`src/rtl/solar_display_sequencer_if.sv`:
```
// Channel bus for the solar display sequencer: packed channel inputs, selection controls
// and the valid/ready sample output.
interface solar_display_sequencer_if #(
  parameter int unsigned WIDTH = 12,
  parameter int unsigned NCH   = 5
);
  localparam int unsigned SW = (NCH > 1) ? $clog2(NCH) : 1;

  logic [NCH*WIDTH-1:0] ch_data;
  logic                 mode;
  logic [SW-1:0]        sel;
  logic [NCH-1:0]       ch_en;
  logic [WIDTH-1:0]     out_data;
  logic [SW-1:0]        out_ch;
  logic                 out_valid;
  logic                 out_ready;

  modport master (
    output ch_data, mode, sel, ch_en, out_ready,
    input  out_data, out_ch, out_valid
  );

  modport slave (
    input  ch_data, mode, sel, ch_en, out_ready,
    output out_data, out_ch, out_valid
  );
endinterface

```
`src/rtl/solar_display_sequencer.sv`:
```
// Samples one display channel every DWELL cycles (manual select or auto-scan over enabled
// channels) into a registered valid/ready output slot that never drops a pending sample.
module solar_display_sequencer #(
  parameter int unsigned WIDTH = 12,
  parameter int unsigned NCH   = 5,
  parameter int unsigned DWELL = 1024
) (
  input logic                    clk,
  input logic                    rst,
  solar_display_sequencer_if.slave bus
);
  localparam int unsigned SW = (NCH > 1) ? $clog2(NCH) : 1;
  localparam int unsigned CW = (DWELL > 1) ? $clog2(DWELL) : 1;
  localparam logic [CW-1:0] CntLast = CW'(DWELL - 1);
  localparam logic [SW-1:0] LastCh  = SW'(NCH - 1);

  typedef enum logic [0:0] {StCount, StLoad} state_e;

  state_e           state_q;
  logic [CW-1:0]    cnt_q;
  logic [SW-1:0]    ptr_q;
  logic [WIDTH-1:0] out_data_q;
  logic [SW-1:0]    out_ch_q;
  logic             out_valid_q;

  logic [SW-1:0]    pick;
  logic             avail;
  logic [WIDTH-1:0] sample;
  logic [SW-1:0]    nxt_ptr;
  logic [CW-1:0]    cnt_inc;
  logic             slot_free;
  logic             load;
  int unsigned      idx;

  // Channel choice: manual clamps out-of-range selects to 0; auto takes the first enabled
  // channel at or above the scan pointer, wrapping around.
  always_comb begin
    pick  = '0;
    avail = 1'b0;
    idx   = 0;
    if (!bus.mode) begin
      avail = 1'b1;
      if (32'(bus.sel) < NCH) pick = bus.sel;
    end else begin
      for (int unsigned i = 0; i < NCH; i++) begin
        idx = 32'(ptr_q) + i;
        if (idx >= NCH) idx = idx - NCH;
        if (!avail && bus.ch_en[idx]) begin
          avail = 1'b1;
          pick  = SW'(idx);
        end
      end
    end
  end

  always_comb begin
    sample    = bus.ch_data[pick * WIDTH +: WIDTH];
    nxt_ptr   = (pick == LastCh) ? '0 : pick + SW'(1);
    cnt_inc   = cnt_q + CW'(1);
    slot_free = !out_valid_q || bus.out_ready;
    load      = (state_q == StLoad) && slot_free && avail;
  end

  always_ff @(posedge clk or posedge rst) begin
    if (rst) begin
      state_q     <= StLoad;
      cnt_q       <= CntLast;
      ptr_q       <= '0;
      out_data_q  <= '0;
      out_ch_q    <= '0;
      out_valid_q <= 1'b0;
    end else begin
      unique case (state_q)
        StCount: begin
          cnt_q <= cnt_inc;
          if (cnt_inc == CntLast) state_q <= StLoad;
        end
        StLoad: begin
          // A stalled load holds the counter at its last value until the slot frees up.
          if (load) begin
            cnt_q   <= '0;
            state_q <= (CntLast == '0) ? StLoad : StCount;
          end
        end
        default: state_q <= StLoad;
      endcase

      if (load) begin
        out_data_q  <= sample;
        out_ch_q    <= pick;
        out_valid_q <= 1'b1;
        if (bus.mode) ptr_q <= nxt_ptr;
      end else if (bus.out_ready) begin
        out_valid_q <= 1'b0;
      end
    end
  end

  assign bus.out_data  = out_data_q;
  assign bus.out_ch    = out_ch_q;
  assign bus.out_valid = out_valid_q;
endmodule

```
`src/flat_wrapper.sv`:
```
// flat-port wrapper written by rule: the top's interface ports become plain ports
module solar_display_sequencer_flat 
#(
  parameter int unsigned WIDTH = 12,
  parameter int unsigned NCH   = 5,
  parameter int unsigned DWELL = 1024
)
  (clk, rst, bus_ch_data, bus_mode, bus_sel, bus_ch_en, bus_out_ready, bus_out_data, bus_out_ch, bus_out_valid);
  solar_display_sequencer_if #(.WIDTH(WIDTH), .NCH(NCH)) bus_i ();
  input logic clk;
  input logic rst;
  input wire logic [$bits(bus_i.ch_data)-1:0] bus_ch_data;
  input wire logic [$bits(bus_i.mode)-1:0] bus_mode;
  input wire logic [$bits(bus_i.sel)-1:0] bus_sel;
  input wire logic [$bits(bus_i.ch_en)-1:0] bus_ch_en;
  input wire logic [$bits(bus_i.out_ready)-1:0] bus_out_ready;
  output wire logic [$bits(bus_i.out_data)-1:0] bus_out_data;
  output wire logic [$bits(bus_i.out_ch)-1:0] bus_out_ch;
  output wire logic [$bits(bus_i.out_valid)-1:0] bus_out_valid;
  assign bus_i.ch_data = bus_ch_data;
  assign bus_i.mode = bus_mode;
  assign bus_i.sel = bus_sel;
  assign bus_i.ch_en = bus_ch_en;
  assign bus_i.out_ready = bus_out_ready;
  assign bus_out_data = bus_i.out_data;
  assign bus_out_ch = bus_i.out_ch;
  assign bus_out_valid = bus_i.out_valid;
  solar_display_sequencer #(.WIDTH(WIDTH), .NCH(NCH), .DWELL(DWELL)) u_core (.clk(clk), .rst(rst), .bus(bus_i));
endmodule
```
`config.mk`:
```
export PLATFORM = sky130hd
export DESIGN_NAME = solar_display_sequencer_flat
export DESIGN_NICKNAME = d
export VERILOG_FILES = /design/src/rtl/solar_display_sequencer_if.sv /design/src/rtl/solar_display_sequencer.sv /design/src/flat_wrapper.sv
export SDC_FILE = /design/constraint.sdc
export NUM_CORES = 1
export LEC_CHECK = 0
export BUFFER_PORTS_ARGS = -buffer_cell sky130_fd_sc_hd__buf_2
export CORE_ASPECT_RATIO = 0.5
export CORE_MARGIN = 2
export CORE_UTILIZATION = 50
export CTS_BUF_LIST = sky130_fd_sc_hd__clkbuf_2 sky130_fd_sc_hd__clkbuf_4 sky130_fd_sc_hd__clkbuf_8
export DETAILED_ROUTE_END_ITERATION = 12
export GPL_TIMING_DRIVEN = 0
export PLACE_DENSITY_LB_ADDON = 0.3
export SYNTH_ARGS = -nofsm -noshare
export SYNTH_HDL_FRONTEND = slang
export SYNTH_SLANG_ARGS = --single-unit
```
`constraint.sdc`:
```
create_clock -name clk -period 4.9 [get_ports clk]
set_input_delay 0.98 -clock clk [delete_from_list [all_inputs] [get_ports clk]]
set_output_delay 0.98 -clock clk [all_outputs]
set_load 0.03 [all_outputs]
```
==> impl_metrics.ini, run 1 <==
[clocking]
clk_pin_slew_worst_paths_ns = 0.06
numCtsBuffers = 5
cts_repair_resize_count = 0
max-clock-path-buffers = 2
cts_root_buffer = sky130_fd_sc_hd__clkbuf_8
post-cts-setup-buffer-count = 0
cts_hold_buffers = 0
cts_sinks = 30
htree_levels = 2
clk_latency_worst_skew_pair_ns = 0.28
tritoncts = done

[sta]
rsz_0062_raised_after_global_routing = false
final_max_slew_viols = 0
fin_crit_sh = 0.891
finalSetupTns_ns = 0
fmaxAchievable_mhz = 229
clock_skew_ns = 0.00728
timing.final.setup_violations = 0
hold_ws_ns = 0.477
finalHoldViolations = 0
min_period_ns = 4.37
timing.slew.headroom = 0.234
max_slew.worst_pin.slew_ns = 1.15

[worst_hold_path]
min_path_type = reg -> reg
hold_path.startpoint = u_core.bus.out_ch[0]

[route]
drc = 0
route.detailed.vias_per_inst = 6.14
vias = 3448
detail_route.first_pass.iterations = 6
antenna_left = 0
routed_wl_um = 9500
route.detailed.wl_per_inst_um = 16.9
first_iter_violations = 292

[floorplanning]
placementRows = 20
die-area_um2 = 7310
fp.dieW_um = 119
initial_core_utilization = 0.530
core_area_um2 = 6230
ioPinCount = 88
dieHeight_um = 61.5

[power_and_ir_drop]
static-leakage-power_nw = 1.77
ir_drop_v = 0.000118
p_sw_w = 0.000154
power_frac_seq = 0.431
power.share.combinational = 0.208
clkPwrFrac = 0.361
cell_internal_pwr_w = 0.000422
power_density_nw_per_um2 = 146
sw_frac_of_total = 0.267

[layout]
multi_input_area_um2 = 2310
syn2layout_area_growth_pct = 19.1
n_fill_cell = 560
final_cell_area_um2 = 3940
final_layout_size_suffix_gt1_frac = 0.323
antennaDiodeCount = 0
fin_nets = 557
area.sequential_um2 = 764

[critical_path]
worstReg2RegStart = u_core.ptr_q[1]
cp.arrival_ns = 4.51
kind_of_start_point_of_the_critical_path = register
timing.setup.critical_path_class = reg -> reg
crit_required_ns = 5.04
worstSetupStartpoint = u_core.ptr_q[1]
path_max_fanout = 10
critical_path.endpoint_type = register

[synth]
synth.net_count = 464
post_synth_arst_share = 1.00
synth_most_common_cell = sky130_fd_sc_hd__nand2_1
post-synth-top-area-fraction = 0.144
cell_taking_the_most_area_after_synthesis = sky130_fd_sc_hd__dfrtp_1
synth_area_leaders = sky130_fd_sc_hd__dfrtp_1 14%, sky130_fd_sc_hd__dfstp_2 8.7%, sky130_fd_sc_hd__mux2i_1 5.8%
post_synth.cell_area_avg_um2 = 8.70
number_of_synthesis_warnings = 0
ys.flop_type = sky130_fd_sc_hd__dfrtp_1
synth-seq-area-share = 0.231
postSynthCellCount = 380
synth_edf_count = 0
yosys.cell_types.count = 72
synth_seq_cells = 30
synth_commonest_cells = 30 x sky130_fd_sc_hd__nand2_1, 20 x sky130_fd_sc_hd__o21ai_0, 19 x sky130_fd_sc_hd__dfrtp_1, 19 x sky130_fd_sc_hd__mux2i_1, 18 x sky130_fd_sc_hd__nand2b_1
combined_area_of_all_synthesized_cells_um2 = 3300

[global_route]
pin_count_of_the_biggest_net_entering_global_routing = 31
grt_pass1_wl_um = 15400
grt-ovfl-total = 0
grt_antenna_before_repair = 0
via_count_of_the_first_global_routing_pass = 3212
groute.usage.overall = 0.262

[placement]
port_buffers = 86
finalWeightedCongestion = 0.887
hpwlAfterDp_um = 7200
postPlaceCellArea_um2 = 3840

[flow_run]
max_cap_violations = 0

[status]
outcome = completed
critical path, stage by stage (launching register included):
cell and delay (ns):
sky130_fd_sc_hd__dfrtp_1 0.54, sky130_fd_sc_hd__buf_4 0.26, sky130_fd_sc_hd__inv_1 0.14, sky130_fd_sc_hd__ha_1 0.24
sky130_fd_sc_hd__ha_1 0.48, sky130_fd_sc_hd__inv_1 0.14, sky130_fd_sc_hd__o21ai_1 0.29, sky130_fd_sc_hd__nor2_1 0.10
sky130_fd_sc_hd__or4_1 0.57, sky130_fd_sc_hd__o21ai_0 0.41, sky130_fd_sc_hd__a31o_2 0.28, sky130_fd_sc_hd__clkbuf_1 0.45
sky130_fd_sc_hd__nand2b_1 0.11, sky130_fd_sc_hd__o41ai_1 0.09, sky130_fd_sc_hd__a211oi_1 0.11
metal layers:
layer / vias to the layer above / part of all wire / track usage
met3: 30 / 0.041 / 0.0370
met1: 1651 / 0.45 / 0.338
li1: 1666 / - / -
met4: 0 / 0.029 / 0.105
met5: - / 0 / 0
met2: 101 / 0.48 / 0.464
cells by family after synthesis:
family | count (synthesis) | share of synthesized area
adders and majority gates | 12 | 0.0477
AOI/OAI and AO/OA | 127 | 0.296
and+or+nand+nor | 126 | 0.219
muxes | 30 | 0.108
buffers and inverters | 44 | 0.0693
xor gates and xnor gates | 11 | 0.0292
DFF | 30 | 0.231
sequential cells by signal (all words and copies together), names as in the netlist:
register	flops
u_core.state_q	1
u_core.bus.out_ch	3
u_core.bus.out_valid	1
u_core.ptr_q	3
u_core.cnt_q	10
u_core.bus.out_data	12
power groups by stage:
stage	Combinational [W]	Clock (W)	Sequential [W]
after global placement	0.000117	0	0.000252
after global routing	0.000130	0.000221	0.000248
after floorplan	0.0000707	0	0.000252
after CTS	0.000119	0.000212	0.000248
after detailed placement	0.000118	0	0.000252
final	0.000119	0.000208	0.000248
layout by cell type (no fill, tap or decap), types with 12 or more instances in the layout:
master                      count
sky130_fd_sc_hd__nor3b_1       12
sky130_fd_sc_hd__o41ai_1       15
sky130_fd_sc_hd__inv_1         13
sky130_fd_sc_hd__buf_2         98
sky130_fd_sc_hd__a2111oi_0     13
sky130_fd_sc_hd__nand3_1       13
sky130_fd_sc_hd__a211oi_1      14
sky130_fd_sc_hd__mux2i_1       19
sky130_fd_sc_hd__dfrtp_1       19
sky130_fd_sc_hd__o21ai_0       20
sky130_fd_sc_hd__nand2_1       30
sky130_fd_sc_hd__nor2_1        14
sky130_fd_sc_hd__nand2b_1      18
final timing paths:
check | endpoint | slack (ns) | cells after the start
min in group asynchronous | u_core.bus.out_data[7] | 0.99 | 2
worst min-delay path | u_core.bus.out_ch[0] | 0.48 | 2
max in group asynchronous | u_core.bus.out_data[9] | 3.22 | 2
worst min register to register | u_core.bus.out_ch[0] | 0.48 | 2
worst max register to register | u_core.bus.out_data[5] | 0.53 | 14
worst max-delay path | u_core.bus.out_data[5] | 0.53 | 14
final cells by class:
| cell class | instances | area share |
|---|---|---|
| multi-input cells | 306 | 0.587 |
| flip-flops and latches | 30 | 0.194 |
| repair buffers | 86 | 0.109 |
| plain buffers | 30 | 0.0448 |
| well taps | 88 | 0.0280 |
| clock buffers | 8 | 0.0232 |
| inverters | 14 | 0.0134 |
per-stage QoR:
step           instances  setup WS, ns  power (W)   util
2_1_floorplan        380          1.35   0.000323      -
3_3_place_gp         554         0.709   0.000369  0.617
3_5_place_dp         554         0.690   0.000371  0.617
4_1_cts              562         0.665   0.000579  0.632
5_1_grt              562         0.240   0.000599  0.632
6_report             562         0.533   0.000575  0.632
No activity file was read; power rests on OpenSTA's default activity.
==> run 2, diff against run 1 <==
--- a/config.mk
+++ b/config.mk
@@ -13,6 +13,7 @@
 export DETAILED_ROUTE_END_ITERATION = 12
 export GPL_TIMING_DRIVEN = 0
 export PLACE_DENSITY_LB_ADDON = 0.3
+export RECOVER_POWER = 25
 export SYNTH_ARGS = -nofsm -noshare
 export SYNTH_HDL_FRONTEND = slang
 export SYNTH_SLANG_ARGS = --single-unit
==> impl_metrics.ini, run 2 (synthesis gave the netlist of run 1 again) <==
[floorplanning]
core_area_um2 = 6230
dieHeight_um = 61.5
placementRows = 20
fp.dieW_um = 119
initial_core_utilization = 0.530
die-area_um2 = 7310
ioPinCount = 88

[worst_hold_path]
hold_path.startpoint = u_core.bus.out_ch[0]
hold-path-endpoint = u_core.bus.out_ch[0]
min_path_type = reg -> reg
cell_count_of_the_worst_hold_path = 2

[route]
route.detailed.wl_per_inst_um = 16.9
vias = 3459
first_iter_violations = 227
route.detailed.vias_per_inst = 6.15
drc = 0
antenna_left = 0
detail_route.first_pass.iterations = 5
routed_wl_um = 9510

[flow_run]
max_cap_violations = 0

[sta]
rsz_0062_raised_after_global_routing = false
final_critical_path_setup_slack_ns = 0.545
max_slew.worst_pin.slew_ns = 1.14
fmaxAchievable_mhz = 230
min_period_ns = 4.35
final_max_slew_viols = 0
clock_skew_ns = 0.00612
finalSetupTns_ns = 0
fin_crit_sh = 0.889
finalHoldViolations = 0
timing.final.setup_violations = 0
timing.slew.headroom = 0.238

[power_and_ir_drop]
power_density_nw_per_um2 = 147
static-leakage-power_nw = 1.73
ir_drop_v = 0.000118

[placement]
dpl_worst_slack_ns = 0.690
port_buffers = 86
hpwlAfterDp_um = 7200
finalWeightedCongestion = 0.887

[global_route]
groute.usage.overall = 0.262
grt_antenna_before_repair = 0
pin_count_of_the_biggest_net_entering_global_routing = 31
via_count_of_the_first_global_routing_pass = 3212
grt-ovfl-total = 0
grt_pass1_wl_um = 15400

[critical_path]
kind_of_start_point_of_the_critical_path = register
path_max_fanout = 10
r2r_setup_slack_ns = 0.55
timing.setup.critical_path_class = reg -> reg
path_cells = buf_4 > inv_1 > ha_1 > ha_1 > inv_1 > o21ai_1 > nor2_1 > or4_1 > o21ai_0 > a31o_2 > clkbuf_1 > nand2b_1 > o41ai_1 > a211oi_1
worstReg2RegEnd = u_core.bus.out_data[5]
critPathSlowestCell = sky130_fd_sc_hd__or4_1
critical_path.max_stage_delay_ns = 0.58
critical_path.endpoint_type = register
ff2ff_path_depth = 14
cp.arrival_ns = 4.49
worstReg2RegStart = u_core.ptr_q[1]
crit_required_ns = 5.04

[layout]
final_common_cell = sky130_fd_sc_hd__buf_2
fin_nets = 557
syn2layout_area_growth_pct = 18.8
largest_register_ff_count = 12
final_layout_size_suffix_gt1_frac = 0.306
final_cell_mix = 90 x sky130_fd_sc_hd__buf_2, 30 x sky130_fd_sc_hd__nand2_1, 20 x sky130_fd_sc_hd__o21ai_0
antennaDiodeCount = 0

[clocking]
post-cts-setup-buffer-count = 0
htree_levels = 2
cts_sinks = 30
clk_latency_worst_skew_pair_ns = 0.28
tritoncts = done
cts_hold_buffers = 0
cts_root_buffer = sky130_fd_sc_hd__clkbuf_8
max-clock-path-buffers = 2
cts_repair_resize_count = 0
clk_pin_slew_worst_paths_ns = 0.06
numCtsBuffers = 5

[status]
outcome = completed
==> run 2: changes by cell type in the layout (fill, tap and decap cells not counted), sizes merged <==
cell and delta:
buf -8, clkbuf +8
==> run 2: layout make-up <==
class / instances / area, µm²
inverter: 14 / 52.6
multi-input combinational: 306 / 2310
fill: 561 / 2300
clock buffer: 8 / 91.3
buffer: 30 / 176
sequential: 30 / 764
timing repair buffer: 86 / 420
tap: 88 / 110
==> run 2: how the worst max path moves through the flow <==
stage	startpoint	endpoint	depth (start not counted)
finish	u_core.ptr_q[1]	u_core.bus.out_data[5]	14
global placement	u_core.ptr_q[1]	u_core.bus.out_data[5]	14
CTS	u_core.ptr_q[1]	u_core.bus.out_data[5]	14
detailed placement	u_core.ptr_q[1]	u_core.bus.out_data[5]	14
floorplan	u_core.ptr_q[1]	u_core.bus.out_data[0]	14
global route	u_core.ptr_q[1]	u_core.bus.out_data[4]	14
==> run 2: metal layers <==
layer,up-vias,share of wire,GRT usage
li1,1672,-,-
met1,1626,0.44,0.338
met2,131,0.47,0.464
met3,30,0.052,0.0370
met4,0,0.033,0.105
met5,-,0,0
==> run 2: power by group <==
part | internal (W) | switching (W)
clock network | 0.000117 | 0.0000909
registers | 0.000248 | 0
logic | 0.0000561 | 0.0000631
==> run 2: worst max-delay path, delay by kind of cell (launching register included) <==
kind | cells | cell delay, ns
compound gates | 5 | 1.18
fa+ha+maj | 2 | 0.72
buf+inv | 4 | 1.00
flops | 1 | 0.53
simple gates | 3 | 0.79
==> run 2: metrics by stage <==
step / std cells / instance area (µm²) / total power [W] / util / hold WS (ns)
after floorplan: 380 / 3300 / 0.000323 / - / 0.477
after global placement: 554 / 3840 / 0.000369 / 0.617 / 0.459
after detailed placement: 554 / 3840 / 0.000371 / 0.617 / 0.466
after CTS: 562 / 3940 / 0.000579 / 0.632 / 0.480
after global routing: 562 / 3930 / 0.000599 / 0.630 / 0.519
final: 562 / 3930 / 0.000576 / 0.630 / 0.477
==> run 3, diff against run 2 <==
--- a/config.mk
+++ b/config.mk
@@ -6,9 +6,11 @@
 export NUM_CORES = 1
 export LEC_CHECK = 0
 export BUFFER_PORTS_ARGS = -buffer_cell sky130_fd_sc_hd__buf_2
+export CELL_PAD_IN_SITES_DETAIL_PLACEMENT = 1
+export CELL_PAD_IN_SITES_GLOBAL_PLACEMENT = 2
 export CORE_ASPECT_RATIO = 0.5
 export CORE_MARGIN = 2
-export CORE_UTILIZATION = 50
+export CORE_UTILIZATION = 32
 export CTS_BUF_LIST = sky130_fd_sc_hd__clkbuf_2 sky130_fd_sc_hd__clkbuf_4 sky130_fd_sc_hd__clkbuf_8
 export DETAILED_ROUTE_END_ITERATION = 12
 export GPL_TIMING_DRIVEN = 0
==> constraint.sdc (replaced) <==
create_clock -name clk -period 4.9 [get_ports clk]
set_input_delay 0.245 -clock clk [delete_from_list [all_inputs] [get_ports clk]]
set_output_delay 0.245 -clock clk [all_outputs]
set_load 0.03 [all_outputs]
==> impl_metrics.ini, run 3 (synthesis gave the netlist of run 1 again) <==
[critical_path]
ff2ff_path_depth = 15
kind_of_start_point_of_the_critical_path = register
critPathTopFamily = compound AO/OA/AOI/OAI gates
path_cells = buf_4 > inv_1 > ha_1 > ha_1 > inv_1 > o21ai_1 > nor2_1 > o41ai_1 > a32o_1 > a21oi_2 > or2_1 > buf_4 > buf_6 > a2111oi_0 > a211oi_1
path_max_fanout = 10
worstReg2RegEnd = u_core.bus.out_data[5]
critical_path.endpoint_type = register
crit_required_ns = 5.06
cp.arrival_ns = 4.63
worstReg2RegStart = u_core.ptr_q[1]
critical_path.max_stage_delay_ns = 0.56
cp.buffers_inverters = 5
r2r_setup_slack_ns = 0.43
timing.setup.critical_path_class = reg -> reg
critPathSlowestCell = sky130_fd_sc_hd__o41ai_1

[floorplanning]
dieHeight_um = 75.9
core_area_um2 = 10100
die-area_um2 = 11200
initial_core_utilization = 0.327
ioPinCount = 88
fp.dieW_um = 148
placementRows = 26

[sta]
min_period_ns = 4.47
finalHoldViolations = 0
clock_skew_ns = 0.00508
timing.slew.headroom = 0.204
fin_crit_sh = 0.912
finalSetupTns_ns = 0
final_max_slew_viols = 0
max_slew.worst_pin.slew_ns = 1.19
timing.final.setup_violations = 0
rsz_0062_raised_after_global_routing = false
fmaxAchievable_mhz = 224

[placement]
finalWeightedCongestion = 0.819
hpwlAfterDp_um = 9010
port_buffers = 86

[clocking]
max-clock-path-buffers = 2
clk_pin_slew_worst_paths_ns = 0.07
cts_sinks = 30
htree_levels = 2
cts_root_buffer = sky130_fd_sc_hd__clkbuf_8
clk_latency_worst_skew_pair_ns = 0.29
numCtsBuffers = 5
cts_repair_resize_count = 0
post-cts-setup-buffer-count = 0
tritoncts = done
cts_hold_buffers = 0

[worst_hold_path]
hold_path.startpoint = bus_out_ready
cell_count_of_the_worst_hold_path = 3
hold-path-endpoint = u_core.bus.out_valid
min_path_type = in -> reg

[route]
antenna_left = 0
vias = 3453
detail_route.wirelength.met1_um = 5600
met3WireLength_um = 505
detail_route.first_pass.iterations = 4
routed_wl_um = 11500
top_layer = met4
met2_length_um = 5330
route.detailed.wl_per_inst_um = 18.8
first_iter_violations = 120
drc = 0
route.detailed.vias_per_inst = 5.62

[power_and_ir_drop]
fin_total_pwr_w = 0.000631
static-leakage-power_nw = 1.74
ir_drop_v = 0.000115
power_density_nw_per_um2 = 157

[global_route]
pin_count_of_the_biggest_net_entering_global_routing = 31
groute.usage.overall = 0.212
grt_antenna_before_repair = 0
grt_pass1_wl_um = 18700
via_count_of_the_first_global_routing_pass = 3585
grt-ovfl-total = 0

[layout]
n_fill_cell = 1244
syn2layout_area_growth_pct = 21.5
final_layout_size_suffix_gt1_frac = 0.306
antennaDiodeCount = 0
final_cell_mix = 90 x sky130_fd_sc_hd__buf_2, 30 x sky130_fd_sc_hd__nand2_1, 20 x sky130_fd_sc_hd__o21ai_0
fin_nets = 557
largest_register_ff_count = 12
final_common_cell = sky130_fd_sc_hd__buf_2

[flow_run]
max_cap_violations = 0

[status]
outcome = completed
run 3: per-layer routing:
metal,vias up,GRT usage
met5,-,0
met4,0,0.0491
met3,7,0.0371
met2,78,0.360
met1,1719,0.287
li1,1649,-
run 3: worst reg2reg max path: stages (launching register included):
cell and delay (ns):
sky130_fd_sc_hd__dfrtp_1 0.55, sky130_fd_sc_hd__buf_4 0.27, sky130_fd_sc_hd__inv_1 0.15, sky130_fd_sc_hd__ha_1 0.25
sky130_fd_sc_hd__ha_1 0.48, sky130_fd_sc_hd__inv_1 0.15, sky130_fd_sc_hd__o21ai_1 0.27, sky130_fd_sc_hd__nor2_1 0.10
sky130_fd_sc_hd__o41ai_1 0.56, sky130_fd_sc_hd__a32o_1 0.31, sky130_fd_sc_hd__a21oi_2 0.12, sky130_fd_sc_hd__or2_1 0.25
sky130_fd_sc_hd__buf_4 0.17, sky130_fd_sc_hd__buf_6 0.15, sky130_fd_sc_hd__a2111oi_0 0.50, sky130_fd_sc_hd__a211oi_1 0.08
run 3: worst max path at each step:
stage                    startpoint                     end  depth (start not counted)
finish              u_core.ptr_q[1]  u_core.bus.out_data[5]                         15
floorplan           u_core.ptr_q[1]  u_core.bus.out_data[0]                         14
global route        u_core.ptr_q[1]  u_core.bus.out_data[5]                         15
global placement    u_core.ptr_q[1]  u_core.bus.out_data[0]                         15
CTS                 u_core.ptr_q[1]  u_core.bus.out_data[0]                         15
detailed placement  u_core.ptr_q[1]  u_core.bus.out_data[0]                         15
run 3: through the flow:
step / hold WS (ns) / util / cell area, µm² / instances / setup slack [ns]
finish: 0.227 / 0.397 / 4010 / 614 / 0.429
global route: 0.247 / 0.397 / 4010 / 614 / 0.111
CTS: 0.224 / 0.398 / 4020 / 614 / 0.459
floorplan: 0.328 / - / 3300 / 380 / 1.35
global placement: 0.456 / 0.386 / 3910 / 606 / 0.472
detailed placement: 0.484 / 0.386 / 3910 / 606 / 0.464
run 3: layout make-up:
cell class	count	area (µm²)	share of cell area
Multi-Input combinational cell	306	2310	0.576
Sequential cell	30	764	0.190
Clock buffer	6	76.3	0.0190
Tap cell	140	175	0.0436
Clock inverter	2	37.5	0.00935
Timing Repair Buffer	86	420	0.105
Inverter	14	52.6	0.0131
Buffer	30	176	0.0440
run 3: report_power, final:
group          internal [W]  total [W]  switching, W  leakage (nW)
Combinational     0.0000562   0.000122     0.0000657          1.30
Sequential         0.000248   0.000248             0         0.380
Clock              0.000157   0.000261      0.000104        0.0548
